--- config.mk ---
export PLATFORM = sky130hd
export DESIGN_NAME = pipe_stage_skid
export DESIGN_NICKNAME = d
export VERILOG_FILES = /design/src/rtl/pipe_stage_skid_pkg.sv /design/src/rtl/pipe_stage_skid_sat_counter.sv /design/src/rtl/pipe_stage_skid.sv
export SDC_FILE = /design/constraint.sdc
export NUM_CORES = 1
export LEC_CHECK = 0
export CORE_ASPECT_RATIO = 1.25
export CORE_UTILIZATION = 44
export DETAILED_ROUTE_END_ITERATION = 7
export PLACE_DENSITY = 0.8
export SYNTH_ARGS = -nofsm -noshare
export SYNTH_HDL_FRONTEND = slang
export SYNTH_SLANG_ARGS = --single-unit
--- constraint.sdc ---
create_clock -name clk -period 1.8 [get_ports clk]
set_input_delay 0.36 -clock clk [delete_from_list [all_inputs] [get_ports clk]]
set_output_delay 0.36 -clock clk [all_outputs]
set_load 0.01 [all_outputs]
--- src/rtl/pipe_stage_skid_pkg.sv ---
// Shared definitions for the generic pipeline stage register: exception codes,
// the default handler PC and the bit layout of a stored stage entry.
package pipe_stage_skid_pkg;

  localparam logic [31:0] EXC_PC_DEFAULT = 32'h0000_4180;

  typedef enum logic [4:0] {
    EXC_NONE = 5'd0,
    EXC_ADEL = 5'd4,
    EXC_ADES = 5'd5,
    EXC_SYS  = 5'd8,
    EXC_OV   = 5'd12
  } exc_code_e;

  // Entry layout, LSB first: valid, bubble, bd, exc[EXC_W], pc[PC_W], data[DATA_W]
  localparam int unsigned ENT_VALID   = 0;
  localparam int unsigned ENT_BUBBLE  = 1;
  localparam int unsigned ENT_BD      = 2;
  localparam int unsigned ENT_EXC_LSB = 3;

  function automatic int unsigned ent_pc_lsb(input int unsigned exc_w);
    return ENT_EXC_LSB + exc_w;
  endfunction

endpackage

--- src/rtl/pipe_stage_skid_sat_counter.sv ---
// Saturating up-counter with synchronous clear; sticks at all-ones.
module sat_counter #(
  parameter int unsigned CNT_W = 16
) (
  input  logic             clk,
  input  logic             clear,
  input  logic             inc,
  output logic [CNT_W-1:0] cnt
);

  logic [CNT_W-1:0] cnt_q;

  always_ff @(posedge clk) begin
    if (clear) begin
      cnt_q <= '0;
    end else if (inc && (cnt_q != '1)) begin
      cnt_q <= cnt_q + CNT_W'(1);
    end
  end

  assign cnt = cnt_q;

endmodule

--- src/rtl/pipe_stage_skid.sv ---
// Generic inter-stage register with valid/ready handshake and a 1-entry skid
// buffer, flush-as-bubble, exception kill and stall/bubble counters.
module pipe_stage_skid
  import pipe_stage_skid_pkg::*;
#(
  parameter int unsigned     DATA_W = 64,
  parameter int unsigned     PC_W   = 32,
  parameter int unsigned     EXC_W  = 5,
  parameter logic [PC_W-1:0] EXC_PC = PC_W'(EXC_PC_DEFAULT),
  parameter int unsigned     CNT_W  = 16
) (
  input  logic              clk,
  input  logic              reset,
  input  logic              req,
  input  logic              flush,
  input  logic              in_valid,
  output logic              in_ready,
  input  logic [DATA_W-1:0] in_data,
  input  logic [PC_W-1:0]   in_pc,
  input  logic [EXC_W-1:0]  in_exc,
  input  logic              in_bd,
  output logic              out_valid,
  input  logic              out_ready,
  output logic [DATA_W-1:0] out_data,
  output logic [PC_W-1:0]   out_pc,
  output logic [EXC_W-1:0]  out_exc,
  output logic              out_bd,
  output logic              out_bubble,
  output logic [1:0]        occupancy,
  output logic [CNT_W-1:0]  stall_cnt,
  output logic [CNT_W-1:0]  bubble_cnt
);

  localparam int unsigned PC_LSB   = ent_pc_lsb(EXC_W);
  localparam int unsigned DATA_LSB = PC_LSB + PC_W;
  localparam int unsigned ENT_W    = DATA_LSB + DATA_W;

  logic [ENT_W-1:0] main_q, main_d;
  logic [ENT_W-1:0] skid_q, skid_d;
  logic [ENT_W-1:0] inc_ent;
  logic             in_ready_q;
  logic             in_fire, out_fire;

  assign in_fire  = in_valid & in_ready_q;
  assign out_fire = main_q[ENT_VALID] & out_ready;

  always_comb begin
    inc_ent                           = '0;
    inc_ent[ENT_VALID]                = 1'b1;
    inc_ent[ENT_BUBBLE]               = flush;
    inc_ent[ENT_BD]                   = in_bd;
    inc_ent[ENT_EXC_LSB +: EXC_W]     = in_exc;
    inc_ent[PC_LSB +: PC_W]           = in_pc;
    inc_ent[DATA_LSB +: DATA_W]       = flush ? '0 : in_data;
  end

  always_comb begin
    main_d = main_q;
    skid_d = skid_q;
    if (req) begin
      main_d                        = '0;
      main_d[ENT_EXC_LSB +: EXC_W]  = EXC_W'(EXC_NONE);
      main_d[PC_LSB +: PC_W]        = EXC_PC;
      skid_d                        = '0;
    end else if (!main_q[ENT_VALID] || out_fire) begin
      if (skid_q[ENT_VALID]) begin
        main_d             = skid_q;
        skid_d[ENT_VALID]  = 1'b0;
      end else if (in_fire) begin
        main_d = inc_ent;
      end else begin
        // Emptied main keeps pc/exc/bd/bubble for visibility; only payload is scrubbed.
        main_d[ENT_VALID]            = 1'b0;
        main_d[DATA_LSB +: DATA_W]   = '0;
      end
    end else if (in_fire) begin
      skid_d = inc_ent;
    end
  end

  always_ff @(posedge clk) begin
    if (reset) begin
      main_q     <= '0;
      skid_q     <= '0;
      in_ready_q <= 1'b1;
    end else begin
      main_q     <= main_d;
      skid_q     <= skid_d;
      in_ready_q <= ~skid_d[ENT_VALID];
    end
  end

  sat_counter #(.CNT_W(CNT_W)) u_stall_cnt (
    .clk   (clk),
    .clear (reset),
    .inc   (~req & main_q[ENT_VALID] & ~out_ready),
    .cnt   (stall_cnt)
  );

  sat_counter #(.CNT_W(CNT_W)) u_bubble_cnt (
    .clk   (clk),
    .clear (reset),
    .inc   (~req & flush & in_fire),
    .cnt   (bubble_cnt)
  );

  assign in_ready   = in_ready_q;
  assign out_valid  = main_q[ENT_VALID];
  assign out_bubble = main_q[ENT_BUBBLE];
  assign out_bd     = main_q[ENT_BD];
  assign out_exc    = main_q[ENT_EXC_LSB +: EXC_W];
  assign out_pc     = main_q[PC_LSB +: PC_W];
  assign out_data   = main_q[DATA_LSB +: DATA_W];
  assign occupancy  = {1'b0, main_q[ENT_VALID]} + {1'b0, skid_q[ENT_VALID]};

endmodule

==> results of run 1 <==
[per-stage QoR]
step / instance area (um2) / utilization, % / instances
after global placement: 13160 / 60.64 / 1637
after detailed placement: 13160 / 60.64 / 1637
after CTS: 13920 / 64.16 / 1679
after global routing: 14040 / 64.70 / 1682
final: 14040 / 64.70 / 1682
after floorplan: 9812 / - / 1138
[layout make-up]
cell class / instances / area [um2] / share of cell area [%]
diodes: 2 / 5.005 / 0.03565
clock buffers: 33 / 685.7 / 4.885
clock inverters: 9 / 123.9 / 0.8824
inverters: 8 / 31.28 / 0.2228
multi-input cells: 781 / 4604 / 32.80
flip-flops and latches: 241 / 4846 / 34.52
well taps: 279 / 349.1 / 2.487
repair buffers: 329 / 3392 / 24.16
[tightest hold or removal path: cells and delay by family]
kind                   cells  cell delay, ps
buffers and inverters      1             420
AO/OA/AOI/OAI              1              50
AND/OR/NAND/NOR            1              60
[synthesized netlist by cell type, types with 4 or more instances]
cell type                  count
sky130_fd_sc_hd__dfxtp_1     241
sky130_fd_sc_hd__nand2_1     159
sky130_fd_sc_hd__a21oi_1     127
sky130_fd_sc_hd__nor2_1      112
sky130_fd_sc_hd__a211oi_1    100
sky130_fd_sc_hd__clkbuf_1     81
sky130_fd_sc_hd__nand3_1      73
sky130_fd_sc_hd__a32oi_1      64
sky130_fd_sc_hd__mux2i_1      38
sky130_fd_sc_hd__buf_1        22
sky130_fd_sc_hd__o31ai_1      16
sky130_fd_sc_hd__or4_1        15
sky130_fd_sc_hd__nand4_1       9
sky130_fd_sc_hd__inv_1         8
sky130_fd_sc_hd__or3_1         8
sky130_fd_sc_hd__nand2b_1      6
sky130_fd_sc_hd__nor2b_1       6
sky130_fd_sc_hd__o21ai_0       6
sky130_fd_sc_hd__mux2_2        4
[where the power goes]
group / switching [mW] / internal [mW] / leakage, nW / total [mW]
sequential: 0.0512 / 5.42 / 1.96 / 5.47
combinational: 0.533 / 0.556 / 3.22 / 1.09
clock: 2.05 / 3.09 / 0.402 / 5.14
total: 2.63 / 9.07 / 5.58 / 11.7
[worst paths after layout]
| check | from | endpoint | slack, ps | cells after the start |
|---|---|---|---|---|
| worst max-delay path | main_q[36] | out_pc[28] | 30 | 1 |
| worst min-delay path | in_pc[11] | skid_q[19] | 430 | 3 |
| worst max register to register | u_stall_cnt.cnt[5] | u_stall_cnt.cnt[14] | 70 | 4 |
| worst min register to register | skid_q[15] | skid_q[15] | 450 | 2 |
[layer usage]
layer | global-route usage, % | part of all wire (%) | up-vias
met5 | 0 | 0 | -
met4 | 10.55 | 3.8 | 0
met1 | 28.33 | 40 | 4490
met3 | 3.534 | 5.9 | 68
li1 | - | - | 4642
met2 | 41.73 | 50 | 337
[flip-flops by register name, summed over array words and instances, names as in the netlist]
| register | count |
|---|---|
| main_q | 104 |
| skid_q | 104 |
| u_bubble_cnt.cnt | 16 |
| u_stall_cnt.cnt | 16 |
| in_ready | 1 |
[cells by family after synthesis]
| kind of cell | after synthesis |
|---|---|
| simple gates | 412 |
| compound gates | 322 |
| flops | 241 |
| buf+inv | 116 |
| mux | 42 |
| fa+ha+maj | 3 |
| xor+xnor | 2 |
[timing repair]
action	CTS	global route
gates cloned	0	0
pin swaps	0	2
resized for setup	67	40
hold buffers	0	0
setup endpoints to repair	52	45
setup buffers	0	1
==> out/metrics.cfg, run 1 <==
[global_route]
overflow = 0
antenna_found_initial = 2
global_route.usage.total_pct = 23.76
grt_first_pass_wirelength_mm = 44.65
number_of_global_route_vias_before_repair = 9027
grt_start_max_net_pins = 56

[final_layout]
area_delta_synth_final_pct = 43.06
fin_nets = 1496
post_route_cells_drive_above_1_share_pct = 11.56
fillers = 1775
mostFrequentLayoutCells = sky130_fd_sc_hd__dfxtp_1 (226), sky130_fd_sc_hd__clkdlybuf4s50_1 (162), sky130_fd_sc_hd__nand2_1 (159)
mostFrequentLayoutCell = sky130_fd_sc_hd__dfxtp_1

[yosys]
synthesis.instances = 1138
synth_enable_flop_cells = 0
netlist-cell-type-count = 43
synthSimpleGateAreaFrac_pct = 19.19
synth_compound_area_share_pct = 22.15
yosys.area.top_type_share_pct = 49.17
synth_top_flop_cell = sky130_fd_sc_hd__dfxtp_1
synth.mux.area_fraction_pct = 4.336
synth_top_family_by_area = compound AO/OA/AOI/OAI gates
post_synthesis_net_count = 1249
synthesis.yosys.warnings = 0
synth_async_sr_flop_share_pct = 0
synthAdderAreaFrac_pct = 0.3826
synth_xor_xnor_area_share_pct = 0.1785
synth-seq-cells = 241
synth_seq_area_share_pct = 49.17
mean_area_per_synthesized_cell_um2 = 8.622
synth.area.top_cells = sky130_fd_sc_hd__dfxtp_1 (49%), sky130_fd_sc_hd__a211oi_1 (7.7%), sky130_fd_sc_hd__a21oi_1 (6.5%), sky130_fd_sc_hd__nand2_1 (6.1%), sky130_fd_sc_hd__a32oi_1 (5.7%)
syn_area_mm2 = 0.009812
synth_area_leader_cell = sky130_fd_sc_hd__dfxtp_1

[routing]
dr.pass1.iters = 7
drt_iter0_drc = 582
drc = 0
drt.antenna.violating_nets = 0
via_per_inst = 5.670
routedWlPerCell_um = 16.80
vias = 9537
total_detailed_routing_wirelength_mm = 28.26

[floorplan]
die_area_mm2 = 0.02290
ioPinCount = 247
core_area_mm2 = 0.02170
floorplan.die.height_um = 169.0
initial_core_util_pct = 45.22
std_cell_rows = 60
die_width_um = 135.6

[setup_path]
worstPathCellList = clkdlybuf4s50_1
crit_path_end_kind = primary output
worstPathRequired_ps = 1440
critical_path.max_fanout = 2
worstSetupPathType = flop to primary output
slowest_delay_ps = 560
worst_ep_arrival_time_ps = 1410
critical_path.slowest_cell = sky130_fd_sc_hd__clkdlybuf4s50_1
worst_path_dominant_cell_family = buffers and inverters
worst_setup_path_start_kind = flop
worst-path-buf-inv = 1

[sta]
timing.final.crit_share_pct = 98.15
worst_clock_skew_ps = 6.897
worst_slew_pin_slew_ps = 610.4
slew_violations = 0
setup_viol_count_final = 0
tightest_slew_margin_relative_to_the_limit_pct = 59.31
finalWorstSetupSlack_ps = 33.39
shortest_clock_period_the_worst_path_allows_after_layout_ps = 1767
hold-worst-slack_ps = 427.1
achievable-frequency_mhz = 566.1
final_hold_viol_count = 0
fin_setup_tns_ps = 0

[clock_tree]
worst_skew_pair.late_latency_ps = 510
root_buffer = sky130_fd_sc_hd__clkbuf_16
tritoncts.num_buffers = 24
clock_tree.htree_level_count = 1
maximum_clock_path_buffer_count = 3
cts_sinks = 241
worst_setup_hold_path_clk_slew_ps = 70
tritoncts = done

[outcome]
run_status = completed

[placed_design]
place.gp.congestion = 0.8726
hpwl_mm = 18.42
port_buffers = 246
pre_cts_ws_ps = -446.0

[run]
drv.max_cap_violation_count = 0

[power_and_ir_drop]
vdd_ir_drop_max_uv = 703.2
power.density_cell_area_mw_per_mm2 = 833.4
cellLeakagePower_nw = 5.580
fin_total_pwr_mw = 11.70

[min_path]
min-delay-path-class = primary input to flop

No activity file was read; power rests on OpenSTA's default activity.
==> inputs of run 2 (changes only) <==
- CORE_MARGIN: default -> 1.5
- CORE_UTILIZATION: 44 -> 45
- PLACE_DENSITY: 0.8 -> 0.81
- SYNTH_HIERARCHICAL: default -> 1
==> run 2 against run 1 <==
Wire length up 6.0%. Total power down 2.0%. Clock power down 5.8%. Clock-buffer cell count up 6. Global-route usage up 1.1 points. Via count up 3.5%. Worst hold slack better by 8.0 ps. Core utilization up 0.42 points. Sequential power about the same. Fmax down 1.5%. Cell area up 0.65%. Sequential cell count unchanged.
==> out/metrics.cfg, run 2 <==
[outcome]
run_status = completed

[global_route]
number_of_global_route_vias_before_repair = 9321  ; +3.3%
grt_start_max_net_pins = 67  ; +20%
antenna_found_initial = 2  ; unchanged
overflow = 0  ; unchanged
grt_first_pass_wirelength_mm = 47.23  ; +5.8%
global_route.usage.total_pct = 24.85  ; +1.1 points

[setup_path]
worstPathRequired_ps = 1440  ; about the same
crit_path_end_kind = primary output
slowest_delay_ps = 560  ; about the same
worstSetupPathType = flop to primary output
worstPathCellList = clkdlybuf4s50_1
worstSetupEndpoint = out_pc[6]
worst_path_dominant_cell_family = buffers and inverters
ff2ff_setup_slack_ps = 110  ; +40 ps
critical_path.slowest_cell = sky130_fd_sc_hd__clkdlybuf4s50_1
worst_setup_path_start_kind = flop
cp_num_cells = 1  ; unchanged
reg2regPathDepth = 4  ; unchanged
timing.critical_path.from = main_q[14]
worst-path-buf-inv = 1  ; unchanged
r2r_start = u_bubble_cnt/cnt[11]
critical_path.max_fanout = 2  ; unchanged
r2r-end = u_bubble_cnt/cnt[15]
worst_ep_arrival_time_ps = 1430  ; +20 ps

[yosys]
synth_top_family_by_area = compound AO/OA/AOI/OAI gates
netlist-cell-type-count = 42  ; -2.3%
synth_async_sr_flop_share_pct = 0  ; unchanged
synth_area_leader_cell = sky130_fd_sc_hd__dfxtp_1
synth-seq-cells = 241  ; unchanged
synth_xor_xnor_area_share_pct = 0.3497  ; +0.17 points
synth_compound_area_share_pct = 21.67  ; -0.48 points
synthAdderAreaFrac_pct = 0.3747  ; -0.0078 points
synthSimpleGateAreaFrac_pct = 19.90  ; +0.71 points
synth_top_flop_cell = sky130_fd_sc_hd__dfxtp_1
synth_enable_flop_cells = 0  ; unchanged
synth_top_cells_by_count = sky130_fd_sc_hd__dfxtp_1 (241), sky130_fd_sc_hd__a21oi_1 (161), sky130_fd_sc_hd__nand2_1 (154)
post_synthesis_net_count = 1257  ; +0.64%
mean_area_per_synthesized_cell_um2 = 8.741  ; +1.4%
synth_seq_area_share_pct = 48.16  ; -1.0 points
synth.area.top_cells = sky130_fd_sc_hd__dfxtp_1 (48%), sky130_fd_sc_hd__a21oi_1 (8.0%), sky130_fd_sc_hd__nand2_1 (5.8%), sky130_fd_sc_hd__a221oi_1 (5.6%), sky130_fd_sc_hd__nand3b_1 (4.9%)
syn_area_mm2 = 0.01002  ; +2.1%
synthesis.instances = 1146  ; +0.70%
synth.mux.area_fraction_pct = 4.359  ; +0.024 points
synthesis.yosys.warnings = 6  ; +6
yosys.area.top_type_share_pct = 48.16  ; -1.0 points
yosys.cell_count.top_type = sky130_fd_sc_hd__dfxtp_1

[floorplan]
core_area_mm2 = 0.02170  ; unchanged
die_width_um = 136.4  ; +0.65%
initial_core_util_pct = 46.17  ; +0.95 points
std_cell_rows = 60  ; unchanged
ioPinCount = 247  ; unchanged
floorplan.die.height_um = 169.8  ; +0.51%
die_area_mm2 = 0.02317  ; +1.2%

[sta]
shortest_clock_period_the_worst_path_allows_after_layout_ps = 1794  ; +27.38 ps
timing.final.crit_share_pct = 99.67  ; +1.5 points
fin_setup_tns_ps = 0  ; unchanged
tightest_slew_margin_relative_to_the_limit_pct = 60.72  ; +1.4 points
final_hold_viol_count = 0  ; unchanged
worst_clock_skew_ps = 19.58  ; +12.68 ps
slew_violations = 0  ; unchanged
worst_slew_pin_slew_ps = 589.2  ; -21.12 ps
setup_viol_count_final = 0  ; unchanged
achievable-frequency_mhz = 557.4  ; -1.5%

[routing]
total_detailed_routing_wirelength_mm = 29.95  ; +6.0%
drt.antenna.violating_nets = 0  ; unchanged
drt_iter0_drc = 639  ; +9.8%
vias = 9867  ; +3.5%
drc = 0  ; unchanged
routedWlPerCell_um = 17.66  ; +5.1%
via_per_inst = 5.818  ; +2.6%
dr.pass1.iters = 5  ; -2

[power_and_ir_drop]
combPwrFrac_pct = 10.0  ; +0.7 points
intPower_mw = 8.819  ; -2.7%
swShare_pct = 23.10  ; +0.59 points
fin_total_pwr_mw = 11.47  ; -2.0%
vdd_ir_drop_max_uv = 585.2  ; -17%
power_frac_seq_pct = 47.8  ; +1.0 points
cellLeakagePower_nw = 5.254  ; -5.9%
share_clk_of_total_power_pct = 42.2  ; -1.7 points
p_sw_mw = 2.649  ; +0.58%
power.density_cell_area_mw_per_mm2 = 811.7  ; -2.6%

[final_layout]
multi_input_comb_area_mm2 = 0.004738  ; +2.9%
reg_top3 = main_q: 104 flops, skid_q: 104 flops
fin_nets = 1510  ; +0.94%
fillers = 1710  ; -3.7%
layout.cell_area.non_filler_mm2 = 0.01413  ; +0.65%
mostFrequentLayoutCell = sky130_fd_sc_hd__dfxtp_1
area_delta_synth_final_pct = 41.04
ff_latch_area_mm2 = 0.004853  ; +0.15%
post_route_cells_drive_above_1_share_pct = 11.73  ; +0.17 points
mostFrequentLayoutCells = sky130_fd_sc_hd__dfxtp_1 (222), sky130_fd_sc_hd__clkdlybuf4s50_1 (174), sky130_fd_sc_hd__a21oi_1 (161)

[placed_design]
place.gp.congestion = 0.8733  ; about the same
port_buffers = 246  ; unchanged
postPlaceCellArea_mm2 = 0.01332  ; +1.3%
hpwl_mm = 19.69  ; +6.9%

[clock_tree]
postCtsHoldBufs = 0  ; unchanged
cts_sinks = 241  ; unchanged
maximum_clock_path_buffer_count = 3  ; unchanged
clock_tree.htree_level_count = 1  ; unchanged
cts_post_setup_buffers_inserted = 0  ; unchanged
worst_skew_pair.late_latency_ps = 520  ; about the same
worst_setup_hold_path_clk_slew_ps = 60  ; about the same
tritoncts.num_buffers = 25  ; +4.2%
root_buffer = sky130_fd_sc_hd__clkbuf_16
tritoncts = done

[min_path]
min-delay-path-class = primary input to flop

[run]
drv.max_cap_violation_count = 0  ; unchanged

[run 2: how the worst min path moves through the flow]
stage | from | end | slack (ps) | cells after the start
floorplan | skid_q[45] | skid_q[45] | 430 | 2
global placement | skid_q[88] | skid_q[88] | 440 | 2
detailed placement | skid_q[85] | skid_q[85] | 440 | 2
CTS | in_pc[14] | skid_q[22] | 420 | 3
global route | in_pc[14] | skid_q[22] | 440 | 3
finish | in_pc[18] | skid_q[26] | 440 | 3
[run 2: tightest hold or removal path, cell delays in order]
cell	delay, ps
sky130_fd_sc_hd__clkdlybuf4s50_1	420
sky130_fd_sc_hd__nand2_1	60
sky130_fd_sc_hd__a21oi_1	50
[run 2: final cells by class]
cell class,instances,area share [%]
Antenna cell,2,0.03542
Clock buffer,39,5.225
Clock inverter,4,0.1594
Inverter,7,0.1860
Multi-Input combinational cell,791,33.54
Sequential cell,241,34.35
Tap cell,279,2.471
Timing Repair Buffer,333,24.03
[run 2: metrics by stage]
| step | worst slack [ps] | util (%) | std cells | hold slack [ps] |
|---|---|---|---|---|
| 2_1_floorplan | 5.315 | - | 1146 | 432.0 |
| 3_3_place_gp | -289.0 | 61.41 | 1651 | 437.6 |
| 3_5_place_dp | -322.9 | 61.41 | 1651 | 443.5 |
| 4_1_cts | 2.491 | 64.82 | 1694 | 420.1 |
| 5_1_grt | -1.736 | 65.12 | 1696 | 437.6 |
| 6_report | 6.005 | 65.12 | 1696 | 435.1 |
[run 2: layer usage]
layer / vias to the layer above / global-route usage, % / part of all wire (%)
met4: 0 / 9.713 / 3.5
met2: 407 / 42.56 / 50
met3: 68 / 4.796 / 7.0
li1: 4660 / - / -
met5: - / 0 / 0
met1: 4732 / 30.59 / 39
[run 2: power by group through the flow]
stage                     Clock, mW  Sequential (mW)  Combinational (mW)
final                          4.84             5.48                1.15
after global routing           5.14             5.49                1.23
after CTS                      4.92             5.48                1.15
after detailed placement          0             5.60                1.15
after global placement            0             5.60                1.14
after floorplan                   0             5.63               0.443
[run 2: repair_timing]
item                                    4_1_cts  5_1_grt
resized for setup                            67       27
endpoints found under the setup margin       51       27
pin swaps                                     0        0
[run 2: logic make-up after synthesis]
| kind of cell | after synthesis |
|---|---|
| xor gates and xnor gates | 4 |
| muxes | 43 |
| adders and majority gates | 3 |
| AOI/OAI and AO/OA | 355 |
| and+or+nand+nor | 386 |
| DFF | 241 |
| buffers and inverters | 114 |
==> inputs of run 3 (changes only) <==
- CORE_ASPECT_RATIO: 1.25 -> 0.75
==> run 3 against run 2 <==
Clock skew is 1.9 ps lower. Register-to-register slack worse by 40 ps. Sequential share of layout area shrank 0.20 points. Cell count up 0.88%. Critical path type unchanged. Clock power increased by 2%. Clock-buffer cell count decreased by 4. Worst hold slack worse by 15 ps. Largest cell class unchanged. Setup slack improved by 25 ps. Sequential power is essentially flat.
==> out/metrics.cfg, run 3 (synthesized netlist as in run 2, its figures left out) <==
[setup_path]
worstPathRequired_ps = 1440  ; about the same
critical_path.slowest_cell = sky130_fd_sc_hd__clkdlybuf4s50_1
worst_ep_arrival_time_ps = 1410  ; -20 ps
slowest_delay_ps = 560  ; about the same
worst_setup_path_start_kind = flop
worst_path_dominant_cell_family = buffers and inverters
worstSetupPathType = flop to primary output
worst-path-buf-inv = 1  ; unchanged
critical_path.max_fanout = 2  ; unchanged
worstPathCellList = clkdlybuf4s50_1
crit_path_end_kind = primary output

[power_and_ir_drop]
fin_total_pwr_mw = 11.57  ; +0.93%
vdd_ir_drop_max_uv = 684.2  ; +17%
power.density_cell_area_mw_per_mm2 = 815.0  ; +0.42%
cellLeakagePower_nw = 5.427  ; +3.3%

[sta]
unrepaired_setup_endpoints_after_global_routing = no
achievable-frequency_mhz = 565.1  ; +1.4%
timing.final.crit_share_pct = 98.31  ; -1.4 points
tightest_slew_margin_relative_to_the_limit_pct = 58.58  ; -2.1 points
slew_violations = 0  ; unchanged
shortest_clock_period_the_worst_path_allows_after_layout_ps = 1769  ; -24.50 ps
worst_clock_skew_ps = 17.63  ; -1.943 ps
worst_slew_pin_slew_ps = 621.3  ; +32.07 ps
setup_viol_count_final = 0  ; unchanged
final_hold_viol_count = 0  ; unchanged

[global_route]
number_of_global_route_vias_before_repair = 9622  ; +3.2%
global_route.usage.met1_pct = 35.40  ; +4.8 points
grt.busiest_layer = met2
grt_first_pass_wirelength_mm = 50.07  ; +6.0%
overflow = 0  ; unchanged
grt_start_max_net_pins = 67  ; unchanged
grtUsageMet2_pct = 41.71  ; -0.85 points
global_route.usage.total_pct = 25.98  ; +1.1 points
antenna_found_initial = 1  ; -1
grt.met3_usage_pct = 5.248  ; +0.45 points

[final_layout]
reg_top3 = main_q: 104 flops, skid_q: 104 flops
fillers = 1731  ; +1.2%
mostFrequentLayoutCells = sky130_fd_sc_hd__dfxtp_1 (225), sky130_fd_sc_hd__clkdlybuf4s50_1 (170), sky130_fd_sc_hd__a21oi_1 (161)
mostFrequentLayoutCell = sky130_fd_sc_hd__dfxtp_1
fin_util_pct = 64.74  ; -0.38 points
post_route_cells_drive_above_1_share_pct = 11.94  ; +0.20 points
area_delta_synth_final_pct = 41.77
fin_nets = 1514  ; +0.26%
fin_cells = 1711  ; +0.88%

[routing]
vias = 9897  ; +0.30%
total_detailed_routing_wirelength_mm = 31.04  ; +3.7%
drc = 0  ; unchanged
drt_iter0_drc = 1067  ; +67%
routedWlPerCell_um = 18.14  ; +2.7%
dr.pass1.iters = 5  ; unchanged
via_per_inst = 5.784  ; -0.58%
drt.antenna.violating_nets = 0  ; unchanged

[placed_design]
place_inst = 1669  ; +1.1%
port_buffers = 246  ; unchanged
place.gp.congestion = 0.8906  ; +2.0%
hpwl_mm = 20.15  ; +2.3%

[clock_tree]
tritoncts = done
worst_skew_pair.late_latency_ps = 510  ; about the same
clock_tree.htree_level_count = 1  ; unchanged
maximum_clock_path_buffer_count = 3  ; unchanged
root_buffer = sky130_fd_sc_hd__clkbuf_16
worst_setup_hold_path_clk_slew_ps = 60  ; about the same
cts_sinks = 241  ; unchanged
tritoncts.num_buffers = 24  ; -4.0%

[run]
drv.max_cap_violation_count = 0  ; unchanged

[min_path]
min-delay-path-class = primary input to flop

[floorplan]
floorplan.die.height_um = 132.2  ; -22%
core_area_mm2 = 0.02193  ; +1.1%
initial_core_util_pct = 45.67  ; -0.50 points
std_cell_rows = 47  ; -22%
die_width_um = 175.3  ; +28%
die_area_mm2 = 0.02317  ; about the same
ioPinCount = 247  ; unchanged

[outcome]
run_status = completed

-- run 3: cell types whose count changed in the layout (fill, tap and decap cells not counted), sizes merged, moves of 4 or more --
cell / change
dlymetal6s2s: +10
dlygate4sd2: -6
buf: +5
clkbuf: -5
clkdlybuf4s50: -4
-- run 3: per-stage QoR --
step                TNS, ps  setup slack (ps)  hold WS (ps)  instance area, um2
floorplan                 0             5.315         432.0               10020
global placement     -25050            -307.7         437.1               13330
detailed placement   -30370            -340.4         443.5               13330
CTS                       0             2.781         405.9               14080
global route              0             2.019         435.3               14200
finish                    0             30.51         419.9               14200
-- run 3: final cells by class --
cell class | count | area [um2] | share of cell area (%)
clock buffer | 35 | 723.2 | 5.093
inverter | 7 | 26.28 | 0.1850
tap | 294 | 367.9 | 2.590
sequential | 241 | 4850 | 34.15
multi-input combinational | 791 | 4746 | 33.42
antenna | 1 | 2.502 | 0.01762
timing repair buffer | 338 | 3437 | 24.20
clock inverter | 4 | 48.80 | 0.3436
-- run 3: per-layer routing --
layer  vias to the layer above  wire, um
met5                         -         0
met4                         0       667
met3                        48      2322
met2                       433     14220
met1                      4748     13830
li1                       4668         -
-- run 3: worst paths after layout --
path,slack (ps),to,start,cells after the start
worst max register to register,70,u_stall_cnt/cnt[7],main_q[0],7
worst max-delay path,30,out_pc[25],main_q[33],1
worst min-delay path,420,skid_q[15],in_pc[7],3
worst min register to register,450,skid_q[16],skid_q[16],2
-- run 3: report_power, final --
group | switching [mW] | internal (mW) | leakage, nW
clock network | 2.04 | 2.90 | 0.382
logic | 0.550 | 0.602 | 3.09
registers | 0.0573 | 5.42 | 1.96
total | 2.65 | 8.93 | 5.43
-- run 3: timing repair --
item                       4_1_cts  5_1_grt
setup endpoints to repair       45       74
hold buffers                     0        0
buffers inserted                 2        0
resized for setup               56       43
pin swaps                        0        0
